### src/rtl/uc_multiciclo_if.sv
// Instruction/data memory request-acknowledge handshake between the polirv control unit and its memories.
interface uc_multiciclo_if;
  logic i_mem_req;
  logic i_mem_ack;
  logic d_mem_req;
  logic d_mem_we;
  logic d_mem_ack;

  modport master (
    output i_mem_req,
    output d_mem_req,
    output d_mem_we,
    input  i_mem_ack,
    input  d_mem_ack
  );

  modport slave (
    input  i_mem_req,
    input  d_mem_req,
    input  d_mem_we,
    output i_mem_ack,
    output d_mem_ack
  );
endinterface

### src/rtl/uc_multiciclo.sv
// Multicycle control unit for the polirv core: FETCH/DECODE/EXEC/MEM/WB sequencing,
// memory handshakes with a watchdog, an absorbing trap state and a retired-instruction counter.
module uc_multiciclo #(
  parameter int unsigned TIMEOUT = 15,
  parameter int unsigned TO_W    = 4,
  parameter int unsigned CNT_W   = 32
) (
  input  logic               clk,
  input  logic               rst,
  input  logic [6:0]         opcode,
  input  logic [2:0]         funct3,
  input  logic               funct7_5,
  input  logic [3:0]         alu_flags,
  uc_multiciclo_if.master    mem,
  output logic               ir_we,
  output logic               pc_we,
  output logic               pc_src,
  output logic               alu_src,
  output logic               rf_src,
  output logic               rf_we,
  output logic [3:0]         alu_cmd,
  output logic               trap,
  output logic [CNT_W-1:0]   instret
);

  localparam logic [6:0] OPC_LD  = 7'b0000011;
  localparam logic [6:0] OPC_SD  = 7'b0100011;
  localparam logic [6:0] OPC_OP  = 7'b0110011;
  localparam logic [6:0] OPC_IMM = 7'b0010011;
  localparam logic [6:0] OPC_BR  = 7'b1100011;

  localparam logic [3:0] ALU_ADD = 4'b0000;
  localparam logic [3:0] ALU_SUB = 4'b0001;
  localparam logic [3:0] ALU_AND = 4'b0010;
  localparam logic [3:0] ALU_OR  = 4'b0011;

  typedef enum logic [2:0] {
    S_FETCH  = 3'd0,
    S_DECODE = 3'd1,
    S_EXEC   = 3'd2,
    S_MEM    = 3'd3,
    S_WB     = 3'd4,
    S_TRAP   = 3'd5
  } state_t;

  state_t           r_state;
  logic [TO_W-1:0]  r_wdog;
  logic [CNT_W-1:0] r_instret;

  state_t     w_next;
  logic       w_i_req, w_d_req, w_d_we;
  logic       w_ir_we, w_pc_we, w_pc_src, w_alu_src, w_rf_src, w_rf_we, w_trap;
  logic [3:0] w_alu_cmd;
  logic       w_retire, w_illegal, w_taken, w_timeout;
  logic       w_req_any, w_ack_any;
  logic       w_z, w_n, w_v;
  logic       w_unused_carry;

  assign w_z            = alu_flags[0];
  assign w_n            = alu_flags[1];
  assign w_v            = alu_flags[3];
  assign w_unused_carry = alu_flags[2];
  assign w_timeout      = (r_wdog == TO_W'(TIMEOUT - 1));

  // Next-state and raw control decode from state, IR fields and ALU flags.
  always_comb begin
    w_next    = r_state;
    w_i_req   = 1'b0;
    w_d_req   = 1'b0;
    w_d_we    = 1'b0;
    w_ir_we   = 1'b0;
    w_pc_we   = 1'b0;
    w_pc_src  = 1'b0;
    w_alu_src = 1'b0;
    w_rf_src  = 1'b0;
    w_rf_we   = 1'b0;
    w_alu_cmd = ALU_ADD;
    w_trap    = 1'b0;
    w_retire  = 1'b0;
    w_illegal = 1'b0;
    w_taken   = 1'b0;

    case (r_state)
      S_FETCH: begin
        w_i_req = 1'b1;
        if (mem.i_mem_ack) begin
          w_ir_we = 1'b1;
          w_next  = S_DECODE;
        end else if (w_timeout) begin
          w_next  = S_TRAP;
        end
      end

      S_DECODE: begin
        case (opcode)
          OPC_LD, OPC_SD, OPC_OP, OPC_IMM, OPC_BR: w_next = S_EXEC;
          default:                                 w_next = S_TRAP;
        endcase
      end

      S_EXEC: begin
        case (opcode)
          OPC_OP, OPC_IMM: begin
            w_alu_src = (opcode == OPC_IMM);
            case (funct3)
              3'b000:  w_alu_cmd = (opcode == OPC_OP && funct7_5) ? ALU_SUB : ALU_ADD;
              3'b111:  w_alu_cmd = ALU_AND;
              3'b110:  w_alu_cmd = ALU_OR;
              default: w_illegal = 1'b1;
            endcase
            w_next = w_illegal ? S_TRAP : S_WB;
          end
          OPC_LD, OPC_SD: begin
            w_alu_src = 1'b1;
            w_next    = (funct3 == 3'b011) ? S_MEM : S_TRAP;
          end
          OPC_BR: begin
            w_alu_cmd = ALU_SUB;
            case (funct3)
              3'b000:  w_taken = w_z;
              3'b001:  w_taken = !w_z;
              3'b100:  w_taken = w_n ^ w_v;
              3'b101:  w_taken = !(w_n ^ w_v);
              default: w_illegal = 1'b1;
            endcase
            if (w_illegal) begin
              w_next = S_TRAP;
            end else begin
              w_pc_we  = 1'b1;
              w_pc_src = w_taken;
              w_retire = 1'b1;
              w_next   = S_FETCH;
            end
          end
          default: w_next = S_TRAP;
        endcase
      end

      S_MEM: begin
        w_d_req = 1'b1;
        w_d_we  = (opcode == OPC_SD);
        if (mem.d_mem_ack) begin
          if (opcode == OPC_SD) begin
            w_pc_we  = 1'b1;
            w_retire = 1'b1;
            w_next   = S_FETCH;
          end else begin
            w_next   = S_WB;
          end
        end else if (w_timeout) begin
          w_next = S_TRAP;
        end
      end

      S_WB: begin
        w_rf_we  = 1'b1;
        w_rf_src = (opcode == OPC_LD);
        w_pc_we  = 1'b1;
        w_retire = 1'b1;
        w_next   = S_FETCH;
      end

      S_TRAP: w_trap = 1'b1;

      default: w_next = S_FETCH;
    endcase
  end

  assign w_req_any = w_i_req | w_d_req;
  assign w_ack_any = (w_i_req & mem.i_mem_ack) | (w_d_req & mem.d_mem_ack);

  // State, watchdog and retire counter; the watchdog only runs while a request is stalled.
  always_ff @(posedge clk) begin
    if (rst) begin
      r_state   <= S_FETCH;
      r_wdog    <= '0;
      r_instret <= '0;
    end else begin
      r_state <= w_next;
      if (w_req_any && !w_ack_any)
        r_wdog <= r_wdog + TO_W'(1);
      else
        r_wdog <= '0;
      if (w_retire)
        r_instret <= r_instret + CNT_W'(1);
    end
  end

  // Every output is forced low while reset is held, including any in-flight request.
  assign mem.i_mem_req = rst ? 1'b0 : w_i_req;
  assign mem.d_mem_req = rst ? 1'b0 : w_d_req;
  assign mem.d_mem_we  = rst ? 1'b0 : w_d_we;
  assign ir_we         = rst ? 1'b0 : w_ir_we;
  assign pc_we         = rst ? 1'b0 : w_pc_we;
  assign pc_src        = rst ? 1'b0 : w_pc_src;
  assign alu_src       = rst ? 1'b0 : w_alu_src;
  assign rf_src        = rst ? 1'b0 : w_rf_src;
  assign rf_we         = rst ? 1'b0 : w_rf_we;
  assign alu_cmd       = rst ? ALU_ADD : w_alu_cmd;
  assign trap          = rst ? 1'b0 : w_trap;
  assign instret       = rst ? '0 : r_instret;

endmodule

### src/flat_wrapper.sv
// flat-port wrapper written by rule: the top's interface ports become plain ports
module uc_multiciclo_flat 
#(
  parameter int unsigned TIMEOUT = 15,
  parameter int unsigned TO_W    = 4,
  parameter int unsigned CNT_W   = 32
)
  (clk, rst, opcode, funct3, funct7_5, alu_flags, ir_we, pc_we, pc_src, alu_src, rf_src, rf_we, alu_cmd, trap, instret, mem_i_mem_req, mem_d_mem_req, mem_d_mem_we, mem_i_mem_ack, mem_d_mem_ack);
  uc_multiciclo_if mem_i ();
  input  logic clk;
  input  logic rst;
  input  logic [6:0] opcode;
  input  logic [2:0] funct3;
  input  logic funct7_5;
  input  logic [3:0] alu_flags;
  output logic ir_we;
  output logic pc_we;
  output logic pc_src;
  output logic alu_src;
  output logic rf_src;
  output logic rf_we;
  output logic [3:0] alu_cmd;
  output logic trap;
  output logic [CNT_W-1:0] instret;
  output wire logic [$bits(mem_i.i_mem_req)-1:0] mem_i_mem_req;
  output wire logic [$bits(mem_i.d_mem_req)-1:0] mem_d_mem_req;
  output wire logic [$bits(mem_i.d_mem_we)-1:0] mem_d_mem_we;
  input wire logic [$bits(mem_i.i_mem_ack)-1:0] mem_i_mem_ack;
  input wire logic [$bits(mem_i.d_mem_ack)-1:0] mem_d_mem_ack;
  assign mem_i_mem_req = mem_i.i_mem_req;
  assign mem_d_mem_req = mem_i.d_mem_req;
  assign mem_d_mem_we = mem_i.d_mem_we;
  assign mem_i.i_mem_ack = mem_i_mem_ack;
  assign mem_i.d_mem_ack = mem_d_mem_ack;
  uc_multiciclo #(.TIMEOUT(TIMEOUT), .TO_W(TO_W), .CNT_W(CNT_W)) u_core (.clk(clk), .rst(rst), .opcode(opcode), .funct3(funct3), .funct7_5(funct7_5), .alu_flags(alu_flags), .mem(mem_i), .ir_we(ir_we), .pc_we(pc_we), .pc_src(pc_src), .alu_src(alu_src), .rf_src(rf_src), .rf_we(rf_we), .alu_cmd(alu_cmd), .trap(trap), .instret(instret));
endmodule
### config.mk
export PLATFORM = sky130hd
export DESIGN_NAME = uc_multiciclo_flat
export DESIGN_NICKNAME = d
export VERILOG_FILES = /design/src/rtl/uc_multiciclo_if.sv /design/src/rtl/uc_multiciclo.sv /design/src/flat_wrapper.sv
export SDC_FILE = /design/constraint.sdc
export NUM_CORES = 1
export LEC_CHECK = 0
export BUFFER_PORTS_ARGS = -buffer_cell sky130_fd_sc_hd__buf_2
export CORE_MARGIN = 2
export CORE_UTILIZATION = 57
export CTS_CLUSTER_SIZE = 25
export DETAILED_ROUTE_END_ITERATION = 16
export PLACE_DENSITY_LB_ADDON = 0.05
export SLEW_MARGIN = 20
export SYNTH_ARGS = -nofsm -noshare
export SYNTH_HDL_FRONTEND = slang
export SYNTH_SLANG_ARGS = --single-unit
### constraint.sdc
create_clock -name clk -period 5 [get_ports clk]
set_clock_uncertainty 0.15 [all_clocks]
set_input_delay 0.75 -clock clk [delete_from_list [all_inputs] [get_ports clk]]
set_output_delay 0.75 -clock clk [all_outputs]
set_load 0.05 [all_outputs]
Word-level counts from Yosys, hierarchy flattened
Cells that the tools add are included.

operators by class
  equality and inequality tests = 17
  bitwise logic cells = 6
  muxes and demuxes = 51
  reductions and logical operators = 13
  add/subtract/negate cells = 2

operators by type and width
  cell                                                                    count
  1-bit two-way mux                                                       34
  32-bit by 1-bit adder with 32-bit output (second input constant)        1
  32-bit two-way mux                                                      1
  3-bit two-way mux                                                       7
  3-bit equality test (second input constant)                             6
  3-bit case mux with 5 select lines                                      1
  7-bit by 6-bit equality test with 1-bit output (second input constant)  2
  4-bit case mux with 3 select lines                                      1
  3-bit by 2-bit equality test with 1-bit output (second input constant)  3
  3-bit case mux with 3 select lines                                      1
  4-bit two-way mux                                                       2
  4-bit case mux with 2 select lines                                      1
  7-bit by 2-bit equality test with 1-bit output (second input constant)  1
  7-bit by 5-bit equality test with 1-bit output (second input constant)  1
  7-bit equality test (second input constant)                             1
  3-bit by 1-bit equality test with 1-bit output (second input constant)  2
  3-bit zero test                                                         2
  2-bit OR reduction                                                      3
  5-bit OR reduction                                                      1
  4-bit by 1-bit adder with 4-bit output (second input constant)          1
  4-bit equality test (second input constant)                             1
  1-bit case mux with 4 select lines                                      1
  4-bit OR reduction                                                      1
  1-bit zero test                                                         3
  8 further kinds                                                         11

word-level totals
  register bits after elaboration = 39
  input bits = 19
  logic and storage cells = 92

Longest topological paths before layout
Gate-level depths: netlist of the first run.

  depth in word-level cells = 9
  mapped depth = 8
  mapped depth without buffers = 7

Least setup slack after synthesis of the first run
OpenSTA, ideal clock, no wires.

  path kind = input to output
  from = in opcode[6]
  to = out alu_cmd[0]
  arrival time = 2.856 ns
  required time = 4.100 ns
  path slack = 1.244 ns
  stages on the path = 5
  cell sequence = clkbuf_1 nand2b_1 a211oi_1 a21oi_1 nor4_1

between the ends
  word-level cells in the longest chain between the ends = 7

ends and longest elaborated chain
  element                                         RTL line                                    RTL
  start, declared                                 flat_wrapper.sv:12                          input logic [6:0] opcode;
  7-bit by 6-bit equality test with 1-bit output  uc_multiciclo.sv:102, uc_multiciclo.sv:106
  1-bit logical AND                               uc_multiciclo.sv:106                        3'b000: w_alu_cmd = (opcode == OPC_OP && funct7_5) ? ALU_SUB : ALU_ADD;
  1-bit two-way mux                               uc_multiciclo.sv:106
  4-bit case mux with 3 select lines              uc_multiciclo.sv:105                        case (funct3)
  4-bit case mux with 2 select lines *            uc_multiciclo.sv:102                        case (opcode)
  4-bit two-way mux *                             uc_multiciclo.sv:83                         case (r_state)
  4-bit two-way mux *                             uc_multiciclo.sv:199                        assign alu_cmd = rst ? ALU_ADD : w_alu_cmd;
  end, declared                                   flat_wrapper.sv:22                          output logic [3:0] alu_cmd;

Every way passes the cells marked *; elsewhere a longest branch is shown, timed or not.

Worst setup path after layout of the first run
  from = reg u_core.r_state[2]
  to = out pc_we

between the ends
  word-level cells in the longest chain between the ends = 3

ends and longest elaborated chain
  element                                                                                RTL line              RTL
  start, declared                                                                        uc_multiciclo.sv:46   state_t r_state;
  start signal, assigned                                                                 uc_multiciclo.sv:179  r_state <= w_next;
  3-bit equality test or 3-bit by 2-bit equality test with 1-bit output (tied branches)  uc_multiciclo.sv:83
  1-bit case mux with 3 select lines *                                                   uc_multiciclo.sv:83
  1-bit two-way mux *                                                                    uc_multiciclo.sv:194  assign pc_we = rst ? 1'b0 : w_pc_we;
  end, declared                                                                          flat_wrapper.sv:17    output logic pc_we;

Marked as above.

==> flow_metrics.env, run 1 <==
export IMPL_status="completed"
export IMPL_critPathCaptureType="output pin"
export IMPL_synth_top_cells_by_count="39 x dfxtp_1, 35 x nor2b_1, 33 x nor2_1"
export IMPL_placed_cells=412
export IMPL_rsz0062_at_grt="false"
export IMPL_cts_hold_fix_buffers=0
export IMPL_numCtsBuffers=5
export IMPL_gp_congestion=0.8307
export IMPL_yosysTopAreaCellShare_pct=31.59
export IMPL_setup_viol_count_final=0
export IMPL_crit_buf_inv=1
export IMPL_num_vias=2523
export IMPL_synthFlopType="dfxtp_1"
export IMPL_fp_dieW_um=69.84
export IMPL_worstPathCellList="and4b_1 > a2bb2o_4 > a22oi_4 > nor2_1 > buf_2"
export IMPL_grt_usage_pct=25.15
export IMPL_synth_seq_cells=39
export IMPL_post_cts_buffers=0
export IMPL_path_clk_slew_ns=0.07
export IMPL_worst_setup_path_start_kind="flip-flop"
export IMPL_min_period_over_period_pct=65.70
export IMPL_p_int_uw=533.4
export IMPL_worstSetupPathDepth=5
export IMPL_timing_worst_setup_path_type="flip-flop to output pin"
export IMPL_crit_start="u_core.r_state[2]$_SDFFE_PP0P_"
export IMPL_drt_initial_drc_count=163
export IMPL_p_comb_share_pct=9.8
export IMPL_swShare_pct=23.78
export IMPL_synth_area_leader_cell="dfxtp_1"
export IMPL_maxSlewHeadroom_pct=36.11
export IMPL_ant_nets=0
export IMPL_overflow=0
export IMPL_tightest_slew_ns=0.9584
export IMPL_crit_path_top_delay_cell="dfxtp_1"
export IMPL_drt_wl_total_mm=5.909
export IMPL_max_stage_delay_ns=0.62
export IMPL_yosysWarnings=0
export IMPL_vdd_ir_drop_max_mv=0.2025
export IMPL_holdCritPathClass="flip-flop to flip-flop"
export IMPL_timing_rr_start="u_core.r_state[2]$_SDFFE_PP0P_"
export IMPL_clockBufferDepth=2
export IMPL_htree_levels=2
export IMPL_synth_area_top_cells="dfxtp_1 32%, nor2b_1 8.9%, a21oi_1 5.1%, nor2_1 5.0%, or4_1 3.9%"
export IMPL_required_ns=4.10
export IMPL_clock_fmax_ghz=0.3044
export IMPL_via_per_inst=6.007
export IMPL_nets=391
export IMPL_async_reset_ff_share_pct=0
export IMPL_maxCapViolations=0
export IMPL_synth_distinct_cells=47
export IMPL_grt_pass1_wl_mm=10.21
export IMPL_setup_worst_path_end="pc_we"
export IMPL_portBuffers=61
export IMPL_synth_edff_count=0
export IMPL_power_frac_seq_pct=45.5
export IMPL_timing_rr_end="u_core.r_instret[10]$_SDFFE_PP0P_"
export IMPL_fp_dieH_um=69.84
export IMPL_insertion_delay_ns=0.30
export IMPL_placementRows=23
export IMPL_crit_family="compound AO/OA/AOI/OAI gates"
export IMPL_r2r_slack_ns=2.23
export IMPL_reg2reg_depth=6
export IMPL_p_sw_uw=166.4
export IMPL_antenna_found_initial=0
export IMPL_place_hpwl_mm=4.122
export IMPL_drv_slew=0
export IMPL_root_buffer="clkbuf_8"
export IMPL_setup_tns_ns=0
export IMPL_grt_pass1_vias=2181
export IMPL_core_area_um2=4086
export IMPL_layout_drive_gt1_share_pct=22.16
export IMPL_initial_core_util_pct=60.47
export IMPL_power_density_nw_per_um2=242.0
export IMPL_drc=0
export IMPL_period_needed_ns=3.285
export IMPL_power_leakage_nw=1.190
export IMPL_grt_start_max_net_pins=59
export IMPL_cts_resized=0
export IMPL_areaGrowthSynthToFinish_pct=17.01
export IMPL_cts_sinks=39
export IMPL_antenna_cells=0
export IMPL_route_detailed_wl_per_inst_um=14.07
export IMPL_hold_viol_final=0
export IMPL_drt_pre_antenna_iters=5
export IMPL_yosysMostFrequentCell="dfxtp_1"
export IMPL_io_pins=65
export IMPL_syn_inst=319
export IMPL_syn_avg_cell_area_um2=7.746
export IMPL_critPathMaxFanout=34
export IMPL_tritoncts="done"
export IMPL_ys_seq_area_share_pct=31.59
export IMPL_die_area_um2=4878
export IMPL_cp_arrival_ns=2.38
export IMPL_netlist_area_um2=2471
export IMPL_pwr_share_clk_pct=44.7
export IMPL_fin_cells=420
export IMPL_hp_start="u_core.r_wdog[0]$_SDFF_PP0_"
==> sequential cells by signal, summed over array words and instances, names as in the netlist <==
signal	cells
u_core.r_instret	32
u_core.r_state	3
u_core.r_wdog	4
==> power groups by stage <==
| stage | logic, mW | clock network [mW] | registers (mW) |
|---|---|---|---|
| after CTS | 0.0681 | 0.316 | 0.318 |
| after detailed placement | 0.0681 | 0 | 0.326 |
| final | 0.0685 | 0.313 | 0.319 |
| after floorplan | 0.0530 | 0 | 0.324 |
| after global placement | 0.0665 | 0 | 0.325 |
| after global routing | 0.0757 | 0.329 | 0.319 |
==> cell families after synthesis <==
logic type | Yosys count | share of synthesized area [%]
and+or+nand+nor | 176 | 40.51
AOI/OAI and AO/OA | 61 | 15.80
DFF | 39 | 31.59
buffers and inverters | 25 | 4.607
muxes | 9 | 4.051
xor gates and xnor gates | 5 | 1.772
adders and majority gates | 3 | 1.519
other | 1 | 0.1518
==> how the worst min path moves through the flow <==
stage	end	slack, ns	cells past startpoint
2_1_floorplan	u_core.r_wdog[0]$_SDFF_PP0_	0.28	1
4_1_cts	u_core.r_wdog[0]$_SDFF_PP0_	0.32	1
3_5_place_dp	u_core.r_wdog[0]$_SDFF_PP0_	0.31	1
6_report	u_core.r_wdog[0]$_SDFF_PP0_	0.32	1
3_3_place_gp	u_core.r_wdog[0]$_SDFF_PP0_	0.30	1
5_1_grt	u_core.r_wdog[0]$_SDFF_PP0_	0.36	1
==> stage by stage <==
stage	worst slack, ns	utilization (%)	total power, mW	hold WS (ns)	area (um2)
global placement	1.846	67.51	0.3920	0.2985	2759
detailed placement	1.830	67.51	0.3939	0.3057	2759
CTS	1.742	70.76	0.7027	0.3235	2892
floorplan	1.244	-	0.3766	0.2797	2475
global route	1.582	70.76	0.7242	0.3550	2892
finish	1.715	70.76	0.6997	0.3181	2892
==> layout make-up <==
| type | count | area [um2] |
|---|---|---|
| clock buffers | 6 | 72.57 |
| clock inverters | 2 | 60.06 |
| fillers | 370 | 1195 |
| inverters | 4 | 15.01 |
| multi-input cells | 256 | 1580 |
| flip-flops and latches | 39 | 780.7 |
| well taps | 50 | 62.56 |
| repair buffers | 63 | 320.3 |
==> worst register-to-register path, cell delays in order (launching register included) <==
cell	delay [ns]
dfxtp_1	0.62
and4b_1	0.31
a2bb2o_4	0.24
a22oi_4	0.61
buf_4	0.36
nor3_1	0.10
mux2_2	0.28
==> placed cells by master (no fill, tap or decap), types with 4 or more instances in the layout <==
cell | netlist | layout
a21oi_1 | 25 | 25
and3_1 | 7 | 7
buf_2 | 4 | 61
clkbuf_8 | 0 | 5
dfxtp_1 | 39 | 39
inv_1 | 4 | 4
mux2_2 | 8 | 8
nand2_1 | 14 | 14
nand3_1 | 19 | 19
nand4_1 | 14 | 14
nor2_1 | 33 | 33
nor2b_1 | 35 | 35
nor3_1 | 7 | 7
nor4_1 | 6 | 6
o21ai_0 | 12 | 12
o31ai_1 | 12 | 12
or3_1 | 9 | 9
or4_1 | 13 | 13
==> per-layer routing <==
metal	wire length (um)	GRT usage, %
met1	2780	36.29
met5	0	0
met3	381	3.634
met2	2692	39.37
met4	55	6.624
No activity file was read; power rests on OpenSTA's default activity.
==> run 2: changes to the inputs <==
ABC_AREA = 1   (was unset)
CORE_UTILIZATION = 55   (was 57)
clock period = 3.4 ns   (was 5 ns; I/O delays follow)
==> run 2 against run 1 <==
Against the previous run: sequential share of layout area down 4.3 points; power grew 82%; clock power rose by 24%; flip-flop and latch count is the same; critical endpoint is now pc_src; worst setup slack got worse by 0.95 ns; die area up 24%; worst hold slack better by 0.0064 ns; synthesized cell count rose by 64%; utilization shrank 4.3 points; critical path depth unchanged; critical path type unchanged; cell count rose by 54%; sequential power is 63% higher.
==> flow_metrics.env, run 2 <==
export IMPL_rsz0062_at_grt="false"
export IMPL_io_pins=65
export IMPL_yosysMostFrequentCell="nand2_1"
export IMPL_root_buffer="clkbuf_8"
export IMPL_placed_cells=640
export IMPL_core_area_um2=5172
export IMPL_portBuffers=61
export IMPL_grt_pass1_vias=2974
export IMPL_power_density_nw_per_um2=371.0
export IMPL_postPlaceCellArea_um2=3324
export IMPL_syn_avg_cell_area_um2=5.719
export IMPL_die_area_um2=6033
export IMPL_critPathCaptureType="output pin"
export IMPL_min_period_over_period_pct=77.63
export IMPL_timing_worst_setup_path_type="flip-flop to output pin"
export IMPL_grt_pass1_wl_mm=13.13
export IMPL_via_per_inst=5.247
export IMPL_power_total_mw=1.275
export IMPL_required_ns=2.74
export IMPL_place_hpwl_mm=5.960
export IMPL_cts_hold_fix_buffers=0
export IMPL_grt_usage_pct=26.50
export IMPL_synth_seq_cells=39
export IMPL_layout_drive_gt1_share_pct=15.22
export IMPL_holdWs_ns=0.3245
export IMPL_critPathMaxFanout=26
export IMPL_ant_nets=0
export IMPL_final_util_pct=66.45
export IMPL_grt_start_max_net_pins=39
export IMPL_areaGrowthSynthToFinish_pct=15.13
export IMPL_drt_wl_total_mm=7.993
export IMPL_synth_area_top_cells="dfxtp_1 26%, nand2_1 18%, nor2_1 14%, inv_1 7.4%, a21oi_1 6.0%"
export IMPL_antenna_cells=0
export IMPL_synth_top_cells_by_count="147 x nand2_1, 110 x nor2_1, 59 x inv_1"
export IMPL_initial_core_util_pct=57.72
export IMPL_reg_top3="u_core.r_instret x32, u_core.r_wdog x4, u_core.r_state x3"
export IMPL_async_reset_ff_share_pct=0
export IMPL_clockBufferDepth=2
export IMPL_layout_setup_ws_ns=0.7605
export IMPL_yosysWarnings=0
export IMPL_setup_tns_ns=0
export IMPL_crit_path_top_delay_cell="dfxtp_1"
export IMPL_drt_initial_drc_count=282
export IMPL_synth_distinct_cells=30
export IMPL_htree_levels=2
export IMPL_placementRows=26
export IMPL_ys_seq_area_share_pct=26.15
export IMPL_drv_slew=0
export IMPL_nets=599
export IMPL_vdd_ir_drop_max_mv=0.3434
export IMPL_yosysTopAreaCellShare_pct=26.15
export IMPL_synthFlopType="dfxtp_1"
export IMPL_fin_cells=648
export IMPL_fp_dieH_um=77.68
export IMPL_num_fill_cells=504
export IMPL_cp_arrival_ns=1.98
export IMPL_synth_area_leader_cell="dfxtp_1"
export IMPL_antenna_found_initial=0
export IMPL_num_vias=3400
export IMPL_largest_reg_flops=32
export IMPL_status="completed"
export IMPL_holdCritPathClass="flip-flop to flip-flop"
export IMPL_path_clk_slew_ns=0.08
export IMPL_route_detailed_wl_per_inst_um=12.33
export IMPL_syn_inst=522
export IMPL_hold_viol_final=0
export IMPL_worst_setup_path_start_kind="flip-flop"
export IMPL_final_cell_mix="147 x nand2_1, 110 x nor2_1, 61 x buf_2, 59 x inv_1, 39 x dfxtp_1"
export IMPL_maxCapViolations=0
export IMPL_overflow=0
export IMPL_fp_dieW_um=77.68
export IMPL_top_register="u_core.r_instret"
export IMPL_gp_congestion=0.9154
export IMPL_final_common_cell="nand2_1"
export IMPL_dp_slack_ns=0.8268
export IMPL_power_leakage_nw=1.440
export IMPL_max_stage_delay_ns=0.46
export IMPL_setup_viol_count_final=0
export IMPL_drc=0
export IMPL_clock_fmax_ghz=0.3789
export IMPL_netlist_area_um2=2985
export IMPL_numCtsBuffers=5
export IMPL_cts_sinks=39
export IMPL_cts_resized=0
export IMPL_insertion_delay_ns=0.29
export IMPL_post_cts_buffers=0
export IMPL_postLayoutCellArea_um2=3437
export IMPL_synth_edff_count=0
export IMPL_drt_pre_antenna_iters=5
export IMPL_worstPathCellList="inv_2 > nor3_4 > nand3_4 > a211oi_1 > buf_2"
export IMPL_period_needed_ns=2.640
export IMPL_tritoncts="done"
run 2: changes by cell type in the layout (fill, tap and decap cells not counted), sizes merged, moves of 7 or more:
cell,previous run,this run
nor2b,35,0
inv,4,63
mux2,8,0
and3,7,0
nand2,14,148
nor2,34,112
o21ai,12,5
or4,13,0
xor2,2,15
a21oi,25,36
or3,9,0
nand3,19,36
o31ai,12,0
nand4,14,26
run 2: area by class of cell:
cell class | instances | area [um2] | share of cell area (%)
Tap cell | 70 | 87.58 | 2.548
Sequential cell | 39 | 780.7 | 22.72
Clock buffer | 5 | 68.82 | 2.002
Timing Repair Buffer | 67 | 350.3 | 10.19
Multi-Input combinational cell | 401 | 1869 | 54.39
Clock inverter | 3 | 43.79 | 1.274
Inverter | 63 | 236.5 | 6.880
run 2: kinds of logic after synthesis:
group           count (synthesis)  synth area share [%]
compound gates                 44                 7.670
xor+xnor                       17                 4.988
fa+ha+maj                       3                 1.257
buf+inv                        83                 11.36
other cells                     1                0.1256
flops                          39                 26.15
simple gates                  335                 48.45
run 2: routing by layer:
metal,vias up,global-route usage [%],wire length [um]
li1,1755,-,-
met1,1504,32.52,3359
met2,134,48.10,4027
met3,7,4.302,523
met4,0,6.071,81
met5,-,0,0
run 2: critical path: cells and delay by family (launching register included):
family                 cells  cell delay [ns]
AND/OR/NAND/NOR            2             0.56
flip-flops                 1             0.46
buffers and inverters      2             0.37
AO/OA/AOI/OAI              1             0.30
run 2: final timing paths:
check | startpoint | to | slack, ns | cells after the start
hold reg to reg | u_core.r_wdog[0]$_SDFF_PP0_ | u_core.r_wdog[0]$_SDFF_PP0_ | 0.32 | 1
hold / removal | u_core.r_wdog[0]$_SDFF_PP0_ | u_core.r_wdog[0]$_SDFF_PP0_ | 0.32 | 1
setup / recovery | u_core.r_state[1]$_SDFFE_PP0P_ | pc_src | 0.76 | 5
setup reg to reg | u_core.r_state[1]$_SDFFE_PP0P_ | u_core.r_instret[28]$_SDFFE_PP0P_ | 1.23 | 7
run 2: power by group:
| part | total [mW] | switching [mW] | internal, mW | leakage, nW |
|---|---|---|---|---|
| Clock | 0.389 | 0.171 | 0.219 | 0.0581 |
| Combinational | 0.366 | 0.275 | 0.0908 | 1.07 |
| Sequential | 0.520 | 0.0362 | 0.484 | 0.315 |
